===== src/rtl/maze_mem_arbiter.sv =====
// Purpose: round-robin arbiter sharing one single-port maze cell memory between solver (port 0) and playback (port 1), with an atomic lock.
// Latency: grant and memory issue are combinational in the request cycle; read data returns RD_LAT+1 cycles after the grant.
// Backpressure: a requester holds req/qualifiers until its gnt; the lock blocks the other port, and a lock held LOCK_MAX cycles is force-released.
module maze_mem_arbiter #(
    parameter int ADDR_W   = 8,
    parameter int DATA_W   = 1,
    parameter int RD_LAT   = 1,
    parameter int LOCK_MAX = 16
) (
    input  logic              clk,
    input  logic              rst,
    // port 0: solver controller
    input  logic              req0,
    input  logic              we0,
    input  logic              lock0,
    input  logic [ADDR_W-1:0] addr0,
    input  logic [DATA_W-1:0] wdata0,
    output logic              gnt0,
    output logic              rvalid0,
    output logic [DATA_W-1:0] rdata0,
    // port 1: playback/display unit
    input  logic              req1,
    input  logic              we1,
    input  logic              lock1,
    input  logic [ADDR_W-1:0] addr1,
    input  logic [DATA_W-1:0] wdata1,
    output logic              gnt1,
    output logic              rvalid1,
    output logic [DATA_W-1:0] rdata1,
    // memory side
    output logic              mem_cen,
    output logic              mem_wr,
    output logic              mem_rd,
    output logic [ADDR_W-1:0] mem_addr,
    output logic [DATA_W-1:0] mem_din,
    input  logic [DATA_W-1:0] mem_dout,
    output logic              err_lock
);

    localparam int CNT_W = (LOCK_MAX > 1) ? $clog2(LOCK_MAX) : 1;
    localparam logic [CNT_W-1:0] CNT_LAST = CNT_W'(LOCK_MAX - 1);

    typedef enum logic [1:0] {
        ST_IDLE  = 2'd0,
        ST_LOCK0 = 2'd1,
        ST_LOCK1 = 2'd2
    } state_t;

    state_t             r_state;
    state_t             w_state_nxt;
    logic               r_ptr;
    logic               w_ptr_nxt;
    logic [CNT_W-1:0]   r_cnt;
    logic [CNT_W-1:0]   w_cnt_nxt;
    logic               r_err;
    logic               w_err_nxt;
    logic               w_arb0;
    logic               w_arb1;
    logic               w_gnt0;
    logic               w_gnt1;
    logic               w_mem_wr;
    logic               w_mem_rd;
    logic [ADDR_W-1:0]  w_mem_addr;
    logic [DATA_W-1:0]  w_mem_din;
    logic [ADDR_W-1:0]  r_addr_hold;
    logic [DATA_W-1:0]  r_din_hold;
    logic [RD_LAT-1:0]  r_tag_vld;
    logic [RD_LAT-1:0]  r_tag_id;
    logic               w_ret_vld;
    logic               w_ret_id;
    logic               r_rvalid0;
    logic               r_rvalid1;
    logic [DATA_W-1:0]  r_rdata0;
    logic [DATA_W-1:0]  r_rdata1;

    // Arbitration, lock tracking and next-state decode.
    always_comb begin
        w_arb0      = 1'b0;
        w_arb1      = 1'b0;
        w_state_nxt = r_state;
        w_cnt_nxt   = r_cnt;
        w_err_nxt   = 1'b0;
        case (r_state)
            ST_IDLE: begin
                // On a tie the port that did not win last time goes first.
                if (req0 && req1) begin
                    w_arb0 = r_ptr;
                    w_arb1 = ~r_ptr;
                end else begin
                    w_arb0 = req0;
                    w_arb1 = req1;
                end
                if (w_arb0 && lock0) begin
                    w_state_nxt = ST_LOCK0;
                    w_cnt_nxt   = '0;
                end else if (w_arb1 && lock1) begin
                    w_state_nxt = ST_LOCK1;
                    w_cnt_nxt   = '0;
                end
            end
            ST_LOCK0: begin
                w_arb0    = req0;
                w_cnt_nxt = r_cnt + CNT_W'(1);
                // Granted access without lock, or an idle cycle without lock,
                // both release; since the owner is granted whenever it asks,
                // that collapses to lock0 being low.
                if (!lock0) begin
                    w_state_nxt = ST_IDLE;
                end else if (r_cnt == CNT_LAST) begin
                    w_state_nxt = ST_IDLE;
                    w_err_nxt   = 1'b1;
                end
            end
            ST_LOCK1: begin
                w_arb1    = req1;
                w_cnt_nxt = r_cnt + CNT_W'(1);
                if (!lock1) begin
                    w_state_nxt = ST_IDLE;
                end else if (r_cnt == CNT_LAST) begin
                    w_state_nxt = ST_IDLE;
                    w_err_nxt   = 1'b1;
                end
            end
            default: begin
                w_state_nxt = ST_IDLE;
            end
        endcase
    end

    // Grants are suppressed while reset is asserted.
    assign w_gnt0 = w_arb0 & rst;
    assign w_gnt1 = w_arb1 & rst;
    assign w_ptr_nxt = w_gnt0 ? 1'b0 : (w_gnt1 ? 1'b1 : r_ptr);

    assign w_mem_wr = (w_gnt0 & we0) | (w_gnt1 & we1);
    assign w_mem_rd = (w_gnt0 & ~we0) | (w_gnt1 & ~we1);

    // Memory address/data mux; holds the last issued value when idle.
    always_comb begin
        w_mem_addr = r_addr_hold;
        w_mem_din  = r_din_hold;
        if (w_gnt0) begin
            w_mem_addr = addr0;
            w_mem_din  = wdata0;
        end else if (w_gnt1) begin
            w_mem_addr = addr1;
            w_mem_din  = wdata1;
        end
    end

    // Arbiter state, round-robin pointer, lock counter and timeout pulse.
    always_ff @(posedge clk or negedge rst) begin
        if (!rst) begin
            r_state <= ST_IDLE;
            r_ptr   <= 1'b1;
            r_cnt   <= '0;
            r_err   <= 1'b0;
        end else begin
            r_state <= w_state_nxt;
            r_ptr   <= w_ptr_nxt;
            r_cnt   <= w_cnt_nxt;
            r_err   <= w_err_nxt;
        end
    end

    // Remember the last issued address/data for idle cycles.
    always_ff @(posedge clk or negedge rst) begin
        if (!rst) begin
            r_addr_hold <= '0;
            r_din_hold  <= '0;
        end else if (w_gnt0 || w_gnt1) begin
            r_addr_hold <= w_mem_addr;
            r_din_hold  <= w_mem_din;
        end
    end

    // Read tag pipeline: {valid, port id} follows each read through the memory latency.
    if (RD_LAT > 1) begin : g_tag_deep
        always_ff @(posedge clk or negedge rst) begin
            if (!rst) begin
                r_tag_vld <= '0;
                r_tag_id  <= '0;
            end else begin
                r_tag_vld <= {r_tag_vld[RD_LAT-2:0], w_mem_rd};
                r_tag_id  <= {r_tag_id[RD_LAT-2:0], w_gnt1};
            end
        end
    end else begin : g_tag_single
        always_ff @(posedge clk or negedge rst) begin
            if (!rst) begin
                r_tag_vld <= '0;
                r_tag_id  <= '0;
            end else begin
                r_tag_vld <= w_mem_rd;
                r_tag_id  <= w_gnt1;
            end
        end
    end

    assign w_ret_vld = r_tag_vld[RD_LAT-1];
    assign w_ret_id  = r_tag_id[RD_LAT-1];

    // Capture returning read data into the issuing port; rdata holds between returns.
    always_ff @(posedge clk or negedge rst) begin
        if (!rst) begin
            r_rvalid0 <= 1'b0;
            r_rvalid1 <= 1'b0;
            r_rdata0  <= '0;
            r_rdata1  <= '0;
        end else begin
            r_rvalid0 <= w_ret_vld & ~w_ret_id;
            r_rvalid1 <= w_ret_vld & w_ret_id;
            if (w_ret_vld && !w_ret_id) begin
                r_rdata0 <= mem_dout;
            end
            if (w_ret_vld && w_ret_id) begin
                r_rdata1 <= mem_dout;
            end
        end
    end

    assign gnt0     = w_gnt0;
    assign gnt1     = w_gnt1;
    assign mem_cen  = w_gnt0 | w_gnt1;
    assign mem_wr   = w_mem_wr;
    assign mem_rd   = w_mem_rd;
    assign mem_addr = w_mem_addr;
    assign mem_din  = w_mem_din;
    assign rvalid0  = r_rvalid0;
    assign rvalid1  = r_rvalid1;
    assign rdata0   = r_rdata0;
    assign rdata1   = r_rdata1;
    assign err_lock = r_err;

endmodule


===== config.mk =====
export PLATFORM = sky130hd
export DESIGN_NAME = maze_mem_arbiter
export DESIGN_NICKNAME = d
export VERILOG_FILES = /design/src/rtl/maze_mem_arbiter.sv
export SDC_FILE = /design/constraint.sdc
export NUM_CORES = 1
export LEC_CHECK = 0
export BUFFER_PORTS_ARGS = -buffer_cell sky130_fd_sc_hd__buf_2
export CORE_MARGIN = 2
export CORE_UTILIZATION = 35
export CTS_BUF_LIST = sky130_fd_sc_hd__clkbuf_4 sky130_fd_sc_hd__clkbuf_8
export CTS_CLUSTER_DIAMETER = 200
export CTS_CLUSTER_SIZE = 10
export DETAILED_ROUTE_END_ITERATION = 6
export GPL_TIMING_DRIVEN = 0
export PLACE_DENSITY_LB_ADDON = 0.2
export SLEW_MARGIN = 20
export SYNTH_ARGS = -nofsm -noshare
export SYNTH_HDL_FRONTEND = slang
export SYNTH_SLANG_ARGS = --single-unit

===== constraint.sdc =====
create_clock -name clk -period 1.83 [get_ports clk]
set_input_delay 0.0915 -clock clk [delete_from_list [all_inputs] [get_ports clk]]
set_output_delay 0.0915 -clock clk [all_outputs]
set_load 0.02 [all_outputs]

# Yosys cells after proc, flatten, opt, wreduce, memory -nomap -nowiden
# Index checks and enable logic that the tools add are counted.
[classes]
add_sub_neg = 1
n_eq_ne = 4
muxes = 25
bitwise_logic = 15
reduce_logical = 12
[op_table]
columns = ["operator", "count"]
rows = [
  ["8-bit two-way mux", 2],
  ["1-bit two-way mux", 11],
  ["2-bit two-way mux", 5],
  ["1-bit AND", 8],
  ["4-bit two-way mux", 2],
  ["4-bit one-hot mux with 2 select lines", 1],
  ["1-bit one-hot mux with 2 select lines", 3],
  ["2-bit one-hot mux with 3 select lines", 1],
  ["1-bit logical AND", 5],
  ["4-bit by 1-bit adder with 4-bit output (second input constant)", 1],
  ["4-bit equality test (second input constant)", 1],
  ["1-bit inverter", 4],
  ["2-bit nonzero test", 2],
  ["3-bit != test (second input constant)", 1],
  ["1-bit bitwise OR", 3],
  ["2-bit by 1-bit equality test with 1-bit output (second input constant)", 1],
  ["2-bit equality test (second input constant)", 1],
  ["2-bit logical NOT", 1],
  ["2-bit AND reduction", 1],
  ["2-bit OR reduction", 1],
  ["1-bit logical NOT", 1],
  ["1-bit logical OR", 1],
]
[totals]
regBits = 23
inputBits = 27
out_inout_bits = 19
word_cells = 69

# Logic depth before layout (Yosys ltp)
# Gate-level depths: netlist of run 1.
[depth]
word_depth = 7
depth_mapped = 7
mapped_depth_nobuf = 6

# Least setup slack after synthesis of run 1
# Ideal clock, no wire load.
[synth_path]
path_kind = "register to output"
startpoint = "register r_state[0]"
endpoint = "output mem_addr[0]"
t_arrival_ps = 1745
required_ps = 1738
setup_slack_ps = -6
path_stages_with_launch = 8
n_path_buf = 1
cell_sequence = "dfrtp_1 inv_1 ha_1 a21boi_2 o211ai_2 buf_6 mux2i_1 a21oi_1"
[synth_via]
elab_chain_cells = 5
elab_cells_between_ends = 9
cone_classes = "2 x eq/ne; 4 x mux; 2 x bitwise; 1 x reduce/logical"
[synth_lines]
columns = ["element", "line_no", "rtl"]
rows = [
  ["start, declared", "49", "state_t r_state;"],
  ["start signal, assigned", "159", "r_state <= w_state_nxt;"],
  ["2-bit equality test or 2-bit logical NOT (tied branches)", "83", "case (r_state)"],
  ["1-bit one-hot mux with 2 select lines", "83", ""],
  ["1-bit AND", "132", "assign w_gnt1 = w_arb1 & rst;"],
  ["8-bit two-way mux", "145", "end else if (w_gnt1) begin"],
  ["8-bit two-way mux *", "142", "if (w_gnt0) begin"],
  ["end, declared", "34", "output logic [ADDR_W-1:0] mem_addr,"],
]
# Mark *: on every way between the ends. The rest lies on a longest branch, timed or not.

# Final worst setup path of run 1
[layout_path]
startpoint = "register r_state[0]"
endpoint = "output mem_addr[5]"
# The elaborated chain is that of the path after synthesis.

==> reports/qor.txt, run 1 <==
Failing checks = setup timing
Ys Warns = 0
Multi-input logic area = 803 um2
CTS tree = done
# diodes = 0
PnR worst setup slack = -0.236 ns
Multiplexer share of the synthesized area = 0.109
CTS Root Cell = clkbuf_4
Count leader, synth = dfrtp_1
Worst Path Arrival = 1.97 ns
Skew-Pair Late Insertion Delay = 0.30 ns
Top-area cell type share of the netlist area = 0.444
Max clock buf depth = 2
Maximum vdd ir drop = 939 uV
FFs w/ async S/R, synth = 1.00
Area growth syn-to-layout = 57.1%
Setup TNS = -2.10 ns
Slew margin rel. = 0.671
Synthesized area = 1240 um2
Placed Area = 1550 um2
EDFF count, synth = 0
GRT Resource Usage Total = 0.161
Worst slew pin tran = 0.494 ns
Drt first pass iters = 4
Post-synth top cells = 22 x dfrtp_1, 18 x a21oi_1, 9 x mux2i_1, 9 x nor3_1
Die Width = 63.5 um
Rows = 21
Tmin final = 2.07 ns
Critical path, cell by cell = inv_2, ha_4, a21boi_4, o211ai_4, buf_8, mux2i_4, a21oi_2, buf_4
Yosys top cell by area = dfrtp_1
IO Count = 46
Endpoints failing hold = 0
Syn avg cell area = 11.1 um2
Port-buffer cells = 45
Final period utilization = 1.13
First-pass GRT wire length = 5.09 mm
Pwr dens = 1490 nW/um2
WS Path Type = register to primary output
Initial Util = 0.368
Filler Cell Count = 311
HP Class = primary input to register
Syn_nets = 144
Startpoint Class = register
Max FFs per register = 8
Fraction of layout cells with a size suffix above 1 = 0.588
Total Routed Length = 3.03 mm
Die outline height = 63.5 um
Post-DRT Antenna Nets = 0
Number of DRC markers in iteration 0 = 17
Vias in the first global route = 1,067
CTS buffer count = 3
Most used DFF post-synth = dfrtp_1
Initial antenna violation count = 0
Clock sinks = 23
FF+latch area = 577 um2
RSZ-0062 raised after global routing = yes
Status = complete, but fails checks
Setup violators final = 12
Core area = 3360 um2
Max incr delay on CP = 0.39 ns
Post-synthesis sequential area ratio = 0.466
Vias per inst = 4.99
Synth area leaders = dfrtp_1 44%, a21oi_1 7.3%, mux2i_1 7.3%, ha_1 5.1%, nor3_1 3.6%
Gpl congestion = 0.714
Net count reported at finish = 210
Worst-path fanout max = 5
Mapped Cells = 112
Post-synthesis xor/xnor area fraction = 0
Complex-gate fraction of the synthesized area = 0.198
FF+latch count, synth = 23
Distinct cells, synth = 35
Max Cap Viol = 0
Vias = 1,113
Largest family of logic cells by synthesized area = compound AO/OA/AOI/OAI gates
DRC violations left = 0
Max Freq = 0.484 GHz
Hpwl dp = 2.01 mm
Post-route clock skew = 0.00460 ns
Top flop regs = r_addr_hold x8, r_cnt x4, r_state x2
Max-slew violations = 0
Adder and majority gate portion of the synthesized area = 0.0505
Crit. End Element = primary output
Reg clk slew, reported paths = 0.13 ns
Number of H-tree levels = 1
Routed wire length per instance = 13.6 um
Pin count of the biggest net entering global routing = 23
Die ar. = 4030 um2
Simple-Gate Fraction of Synth Area = 0.140
GRT Residual Overflow = 0
CP required = 1.74 ns
Critical-path top delay cell = dfrtp_1
Final instance area = 1950 um2
Lkg Pwr = 0.904 nW
Largest Register = r_addr_hold
[cell usage in the layout (no fill, tap or decap), drive strengths merged, types with 3 or more instances in the layout]
| cell type | instances |
|---|---|
| a21oi | 19 |
| and3 | 3 |
| inv | 4 |
| dfrtp | 22 |
| mux2i | 9 |
| buf | 60 |
| nor3 | 9 |
| ha | 5 |
| a22o | 4 |
| and2 | 3 |
| clkbuf | 3 |
| dlygate4sd3 | 4 |
| mux2 | 4 |
| nor2 | 3 |
| nand2 | 5 |
[through the flow]
step	instances	hold WS, ns	util	setup slack, ns	power, mW
2_1_floorplan	112	-0.204	-	0.0404	1.76
3_3_place_gp	203	0.106	0.460	-0.181	2.08
3_5_place_dp	203	0.115	0.460	-0.200	2.11
4_1_cts	219	0.00473	0.548	-0.329	2.76
5_1_grt	223	0.0132	0.578	-0.364	3.10
6_report	223	0.0180	0.578	-0.236	2.90
[path summary, 6_finish.rpt]
path                                              from                    endpoint  slack, ns  cells after the start
worst min-delay path                          mem_dout          rdata1$_DFFE_PN0P_       0.02                      2
worst max-delay path            r_state[0]$_DFFE_PN0P_                 mem_addr[5]      -0.24                      8
min in group asynchronous                          rst           r_ptr$_DFFE_PN1P_       0.36                      2
worst min register to register      r_tag_id$_DFF_PN0_           rvalid0$_DFF_PN0_       0.44                      1
worst max register to register  r_state[0]$_DFFE_PN0P_  r_addr_hold[0]$_DFFE_PN0P_       0.11                      8
max in group asynchronous                          rst        r_cnt[0]$_DFFE_PN0P_       1.04                      3
[report_power, final]
| group | internal, mW | switching, mW |
|---|---|---|
| combinational | 0.946 | 0.871 |
| sequential | 0.710 | 0.141 |
| clock | 0.0814 | 0.154 |
| total | 1.74 | 1.17 |
[logic make-up after synthesis]
logic type	Yosys count
AOI/OAI and AO/OA	33
and+or+nand+nor	31
DFF	23
muxes	13
buffers and inverters	7
adders and majority gates	5
[layer usage]
| metal | GRT usage | wire [um] | vias to the layer above |
|---|---|---|---|
| met5 | 0 | 0 | - |
| met4 | 0.0408 | 10 | 0 |
| met3 | 0.0268 | 140 | 2 |
| met2 | 0.279 | 1570 | 30 |
| met1 | 0.207 | 1300 | 538 |
| li1 | - | - | 543 |
[final cells by class]
type / count / area share
clock inverters: 1 / 0.00257
well taps: 46 / 0.0296
clock buffers: 3 / 0.0116
plain buffers: 3 / 0.0238
multi-input cells: 82 / 0.413
inverters: 4 / 0.0103
repair buffers: 61 / 0.213
flip-flops and latches: 23 / 0.296
[worst max-delay path: cells and delay by family, from the launching register on]
family,cells,cell delay (ns)
flip-flops,1,0.39
AO/OA/AOI/OAI,3,0.43
multiplexers,1,0.26
adder cells (fa/ha/maj),1,0.16
buffers and inverters,3,0.43
[repair_timing]
action,CTS,global route
endpoints found under the hold margin,23,22
setup buffers,7,3
gates resized for setup,41,14
cloned,1,0
hold buffers,4,1
setup endpoints to repair,23,13
pin swaps,10,5
Note: power is estimated with default switching activity, not from simulation.
==> run 2, diff against run 1 <==
Clock period 1.83 ns to 2.35 ns, I/O delays scaled along.
==> run 2 against run 1 <==
The run now ends clean. Combinational power decreased by 41%. Register-to-register slack improved by 0.48 ns. Non-clock buffer count decreased by 10. Utilization decreased by 9.0 points. Critical path depth unchanged. Routed wire length decreased by 3.6%. Die area unchanged. First-iteration DRC count increased by 140%. Via count decreased by 4.3%. Count of clock-buffer cells in the layout increased by 1. Largest cell class unchanged.
==> reports/qor.txt, run 2 (synthesized netlist as in run 1, its figures left out) <==
Status = finished, final reports clean (was complete, but fails checks)
CTS Root Cell = clkbuf_4 (unchanged)
Startpoint Class = register (unchanged)
Vias in the first global route = 1,030 (was 1,067)
First-pass GRT wire length = 4.65 mm (was 5.09 mm)
Pwr dens = 1160 nW/um2 (was 1490 nW/um2)
Vias = 1,065 (was 1,113)
Filler Cell Count = 337 (was 311)
Max FFs per register = 8 (unchanged)
Total Routed Length = 2.92 mm (was 3.03 mm)
Maximum vdd ir drop = 504 uV (was 939 uV)
Vias per inst = 5.00 (was 4.99)
CTS buffer count = 3 (unchanged)
Largest Register = r_addr_hold (unchanged)
Area growth syn-to-layout = 32.7% (was 57.1%)
Top flop regs = r_addr_hold x8, r_cnt x4, r_state x2 (unchanged)
Most frequent cells in the layout = 45 x buf_2, 22 x dfrtp_1, 18 x a21oi_1 (was 35 x buf_2, 22 x dfrtp_1, 13 x buf_4)
Crit. End Element = primary output (unchanged)
Worst R2R Setup Slack = 0.59 ns (was 0.11 ns)
Max Cap Viol = 0 (unchanged)
IO Count = 46 (unchanged)
Routed wire length per instance = 13.7 um (was 13.6 um)
Final instance area = 1640 um2 (was 1950 um2)
Hold Crit Start = we1 (was mem_dout)
Endpoints failing hold = 0 (unchanged)
Skew-Pair Late Insertion Delay = 0.31 ns (was 0.30 ns)
CTS tree = done (unchanged)
Commonest non-fill, non-tap cell in the layout = buf_2 (unchanged)
CP required = 2.23 ns (was 1.74 ns)
Drt first pass iters = 4 (unchanged)
Hold depth = 2 (unchanged)
Die ar. = 4030 um2 (unchanged)
Cells on worst reg2reg path = 7 (was 8)
Die outline height = 63.5 um (unchanged)
Max-slew violations = 0 (unchanged)
Gpl congestion = 0.756 (was 0.714)
Number of H-tree levels = 1 (unchanged)
Net count reported at finish = 200 (was 210)
Placed Area = 1520 um2 (was 1550 um2)
R2r endpoint = r_addr_hold[6]$_DFFE_PN0P_ (was r_addr_hold[0]$_DFFE_PN0P_)
HP Class = primary input to register (unchanged)
GRT Residual Overflow = 0 (unchanged)
Slew margin rel. = 0.673 (was 0.671)
# diodes = 0 (unchanged)
RR Startpoint = r_state[1]$_DFFE_PN0P_ (was r_state[0]$_DFFE_PN0P_)
Setup violators final = 0 (was 12)
Final period utilization = 0.957
Core Util, Final = 0.489 (was 0.578)
Number of DRC markers in iteration 0 = 41 (was 17)
WS Path Type = register to primary output (unchanged)
Worst-path fanout max = 5 (unchanged)
Power, Total = 1.91 mW (was 2.90 mW)
Die Width = 63.5 um (unchanged)
Tmin final = 2.25 ns
Post-DRT Antenna Nets = 0 (unchanged)
Post-route clock skew = 0.00570 ns (was 0.00460 ns)
Worst Path Arrival = 2.13 ns (was 1.97 ns)
Reg clk slew, reported paths = 0.13 ns (about the same)
Port-buffer cells = 45 (unchanged)
DRC violations left = 0 (unchanged)
Initial antenna violation count = 0 (unchanged)
Worst slew pin tran = 0.491 ns (was 0.494 ns)
Rows = 21 (unchanged)
Hpwl dp = 2.05 mm (was 2.01 mm)
GRT Resource Usage Total = 0.147 (was 0.161)
Lkg Pwr = 0.834 nW (was 0.904 nW)
Fraction of layout cells with a size suffix above 1 = 0.473 (was 0.588)
Pin count of the biggest net entering global routing = 23 (unchanged)
Initial Util = 0.368 (unchanged)
Core area = 3360 um2 (unchanged)
Max Freq = 0.445 GHz
Min-Delay Endpoint = r_tag_vld$_DFF_PN0_ (was rdata1$_DFFE_PN0P_)
Max clock buf depth = 2 (unchanged)
Clock sinks = 23 (unchanged)
RSZ-0062 raised after global routing = yes (unchanged)
==> run 2: final cells by class <==
class	instances	area, um2	area share
sequential	23	577	0.351
multi-input combinational	82	662	0.403
inverter	4	15.0	0.00913
tap	46	57.6	0.0350
timing repair buffer	51	273	0.166
clock buffer	4	30.0	0.0183
buffer	3	30.0	0.0183
==> run 2: how the worst max path moves through the flow <==
stage                           startpoint     endpoint  slack, ns  cells past startpoint
finish              r_state[1]$_DFFE_PN0P_  mem_addr[6]       0.10                      8
global route        r_state[1]$_DFFE_PN0P_  mem_addr[4]      -0.02                      8
CTS                 r_state[1]$_DFFE_PN0P_  mem_addr[5]       0.04                      8
detailed placement  r_state[0]$_DFFE_PN0P_      mem_din       0.31                      7
global placement    r_state[0]$_DFFE_PN0P_  mem_addr[2]       0.36                      8
floorplan           r_state[0]$_DFFE_PN0P_  mem_addr[0]       0.49                      7
==> run 2: metal layers <==
layer	part of all wire	vias to the layer above	wire length, um	GRT usage
met5	0	-	0	0
met4	0.0055	0	16	0.0408
met3	0.052	2	152	0.0286
met2	0.50	30	1450	0.253
met1	0.44	512	1290	0.186
li1	-	521	-	-
==> run 2: critical path, cell delays in order (launching register included) <==
cell,delay (ns)
dfrtp_1,0.44
inv_2,0.08
ha_4,0.19
a21boi_2,0.17
o211ai_4,0.25
buf_4,0.20
mux2i_1,0.23
a21oi_1,0.09
buf_2,0.16
==> run 2: power by group <==
group | internal, mW | total, mW | leakage, nW | switching (mW)
Combinational | 0.486 | 1.08 | 0.531 | 0.596
Clock | 0.0779 | 0.197 | 0.0184 | 0.119
Sequential | 0.551 | 0.634 | 0.284 | 0.0825
==> run 2: what timing repair did <==
action,4_1_cts,5_1_grt
gates resized for setup,2,9
pin swaps,0,1
buffers inserted,1,2
hold endpoints to repair,22,0
gates cloned,0,1
setup endpoints to repair,11,8
hold buffers,2,0
==> run 2: per-stage QoR <==
stage	hold slack, ns	setup slack (ns)	instances	TNS (ns)
finish	0.00897	0.102	213	0
global route	0.0101	-0.0158	213	-0.0244
CTS	0.00147	0.0372	210	0
detailed placement	0.143	0.312	203	0
global placement	0.140	0.363	203	0
floorplan	-0.178	0.488	112	0
==> run 3, diff against run 2 <==
Clock period 2.35 ns to 2.7 ns, I/O delays scaled along.
==> run 3 against run 2 <==
Routed wire length is 8.1% lower. Non-clock buffer count is 5 lower. Largest cell class unchanged. Hold slack better by 0.015 ns. Combinational power is 22% lower. Sequential share of layout area is 1.8 points higher. Count of clock-buffer cells in the layout stayed put. Total power is 18% lower. Sequential cell count stayed put. Largest power group unchanged. Critical path type unchanged. Cell count is 2.3% lower.
==> reports/qor.txt, run 3 (synthesized netlist as in run 1, its figures left out) <==
Core area = 3360 um2 (unchanged)
Vias = 1,045 (was 1,065)
# diodes = 0 (unchanged)
Final instance area = 1560 um2 (was 1640 um2)
WS Path Type = register to primary output (unchanged)
GRT Resource Usage Total = 0.141 (was 0.147)
Drt first pass iters = 7 (was 4)
Post-DRT Antenna Nets = 0 (unchanged)
Setup TNS = 0 ns (unchanged)
Max-slew violations = 0 (unchanged)
RSZ-0062 raised after global routing = no (was yes)
Tmin final = 2.44 ns
Top flop regs = r_addr_hold x8, r_cnt x4, r_state x2 (unchanged)
Die Width = 63.5 um (unchanged)
Crit. End Element = primary output (unchanged)
Total Routed Length = 2.68 mm (was 2.92 mm)
Most frequent cells in the layout = 44 x buf_2, 22 x dfrtp_1, 18 x a21oi_1 (was 45 x buf_2, 22 x dfrtp_1, 18 x a21oi_1)
Lkg Pwr = 0.816 nW (was 0.834 nW)
Pre-CTS setup slack = 0.644 ns (was 0.312 ns)
Worst Path Arrival = 2.30 ns (was 2.13 ns)
Hpwl dp = 2.05 mm (unchanged)
HP Class = primary input to register (unchanged)
Initial Util = 0.368 (unchanged)
Placed insts = 203 (unchanged)
CTS Root Cell = clkbuf_4 (unchanged)
GRT Residual Overflow = 0 (unchanged)
Skew-Pair Late Insertion Delay = 0.31 ns (about the same)
Gpl congestion = 0.756 (unchanged)
CP required = 2.57 ns (was 2.23 ns)
Pwr dens = 997 nW/um2 (was 1160 nW/um2)
Maximum vdd ir drop = 383 uV (was 504 uV)
Initial antenna violation count = 0 (unchanged)
First-pass GRT wire length = 4.49 mm (was 4.65 mm)
Max clock buf depth = 2 (unchanged)
Commonest non-fill, non-tap cell in the layout = buf_2 (unchanged)
Endpoints failing hold = 0 (unchanged)
Die ar. = 4030 um2 (unchanged)
FF+latch area = 577 um2 (unchanged)
Number of H-tree levels = 1 (unchanged)
Area growth syn-to-layout = 26.3% (was 32.7%)
CTS tree = done (unchanged)
Worst-path fanout max = 10 (was 5)
Largest Register = r_addr_hold (unchanged)
Max Freq = 0.410 GHz
Setup violators final = 0 (unchanged)
Vias per inst = 5.02 (was 5.00)
Number of DRC markers in iteration 0 = 33 (was 41)
Die outline height = 63.5 um (unchanged)
Core Util, Final = 0.465 (was 0.489)
Worst slew pin tran = 0.540 ns (was 0.491 ns)
Status = finished, final reports clean (unchanged)
Fraction of layout cells with a size suffix above 1 = 0.432 (was 0.473)
PnR worst setup slack = 0.260 ns (was 0.102 ns)
Slew margin rel. = 0.640 (was 0.673)
Port-buffer cells = 45 (unchanged)
Post-route clock skew = 0.00244 ns (was 0.00570 ns)
Startpoint Class = register (unchanged)
Rows = 21 (unchanged)
Pin count of the biggest net entering global routing = 26 (was 23)
IO Count = 46 (unchanged)
Placed Area = 1520 um2 (unchanged)
CTS buffer count = 3 (unchanged)
Non-Filler Instances = 208 (was 213)
Filler Cell Count = 339 (was 337)
Max FFs per register = 8 (unchanged)
Clock sinks = 23 (unchanged)
Reg clk slew, reported paths = 0.12 ns (was 0.13 ns)
Final period utilization = 0.904
Net count reported at finish = 195 (was 200)
Vias in the first global route = 1,015 (was 1,030)
Max Cap Viol = 0 (unchanged)
Multi-input logic area = 617 um2 (was 662 um2)
DRC violations left = 0 (unchanged)
Routed wire length per instance = 12.9 um (was 13.7 um)
## run 3: layout make-up
cell class,count,area share
Multi-Input combinational cell,82,0.394
Timing Repair Buffer,46,0.152
Inverter,4,0.00960
Tap cell,46,0.0368
Buffer,3,0.0192
Clock buffer,4,0.0192
Sequential cell,23,0.369
## run 3: metal layers
metal  up-vias  GRT usage  routed length [um]
li1        513          -                   -
met1       492      0.179                1150
met2        35      0.241                1330
met3         5     0.0286                 166
met4         0     0.0408                  34
met5         -          0                   0
## run 3: final timing paths
kind	start	end	slack (ns)	cells after the start
max in group asynchronous	rst	r_ptr$_DFFE_PN1P_	2.13	2
setup reg to reg	r_state[0]$_DFFE_PN0P_	r_addr_hold[0]$_DFFE_PN0P_	0.80	7
setup / recovery	r_state[0]$_DFFE_PN0P_	mem_din	0.26	7
min in group asynchronous	rst	err_lock$_DFF_PN0_	0.27	2
hold / removal	we1	r_tag_vld$_DFF_PN0_	0.02	2
hold reg to reg	r_tag_id$_DFF_PN0_	rvalid0$_DFF_PN0_	0.45	1
## run 3: power by group
group	switching, mW	leakage, nW	internal, mW
registers	0.0674	0.284	0.480
clock network	0.103	0.0184	0.0678
logic	0.486	0.514	0.355
total	0.656	0.816	0.903
## run 3: repair_timing
item / CTS / global route
hold endpoints to repair: 22 / 0
hold buffers: 1 / 0
resized for setup: 0 / 1
buffers inserted: 0 / 0
endpoints found under the setup margin: 0 / 9
## run 3: metrics by stage
stage,hold slack [ns],power (mW)
after floorplan,-0.161,1.16
after global placement,0.157,1.37
after detailed placement,0.160,1.40
after CTS,0.0190,1.57
after global routing,0.0284,1.67
final,0.0239,1.56
## run 3: critical path, cell delays in order, from the launching register on
cell and delay [ns]:
dfrtp_1 0.44, inv_1 0.09, ha_1 0.29, a21oi_2 0.49, or2_4 0.25, buf_4 0.18, a21oi_1 0.08, buf_2 0.17
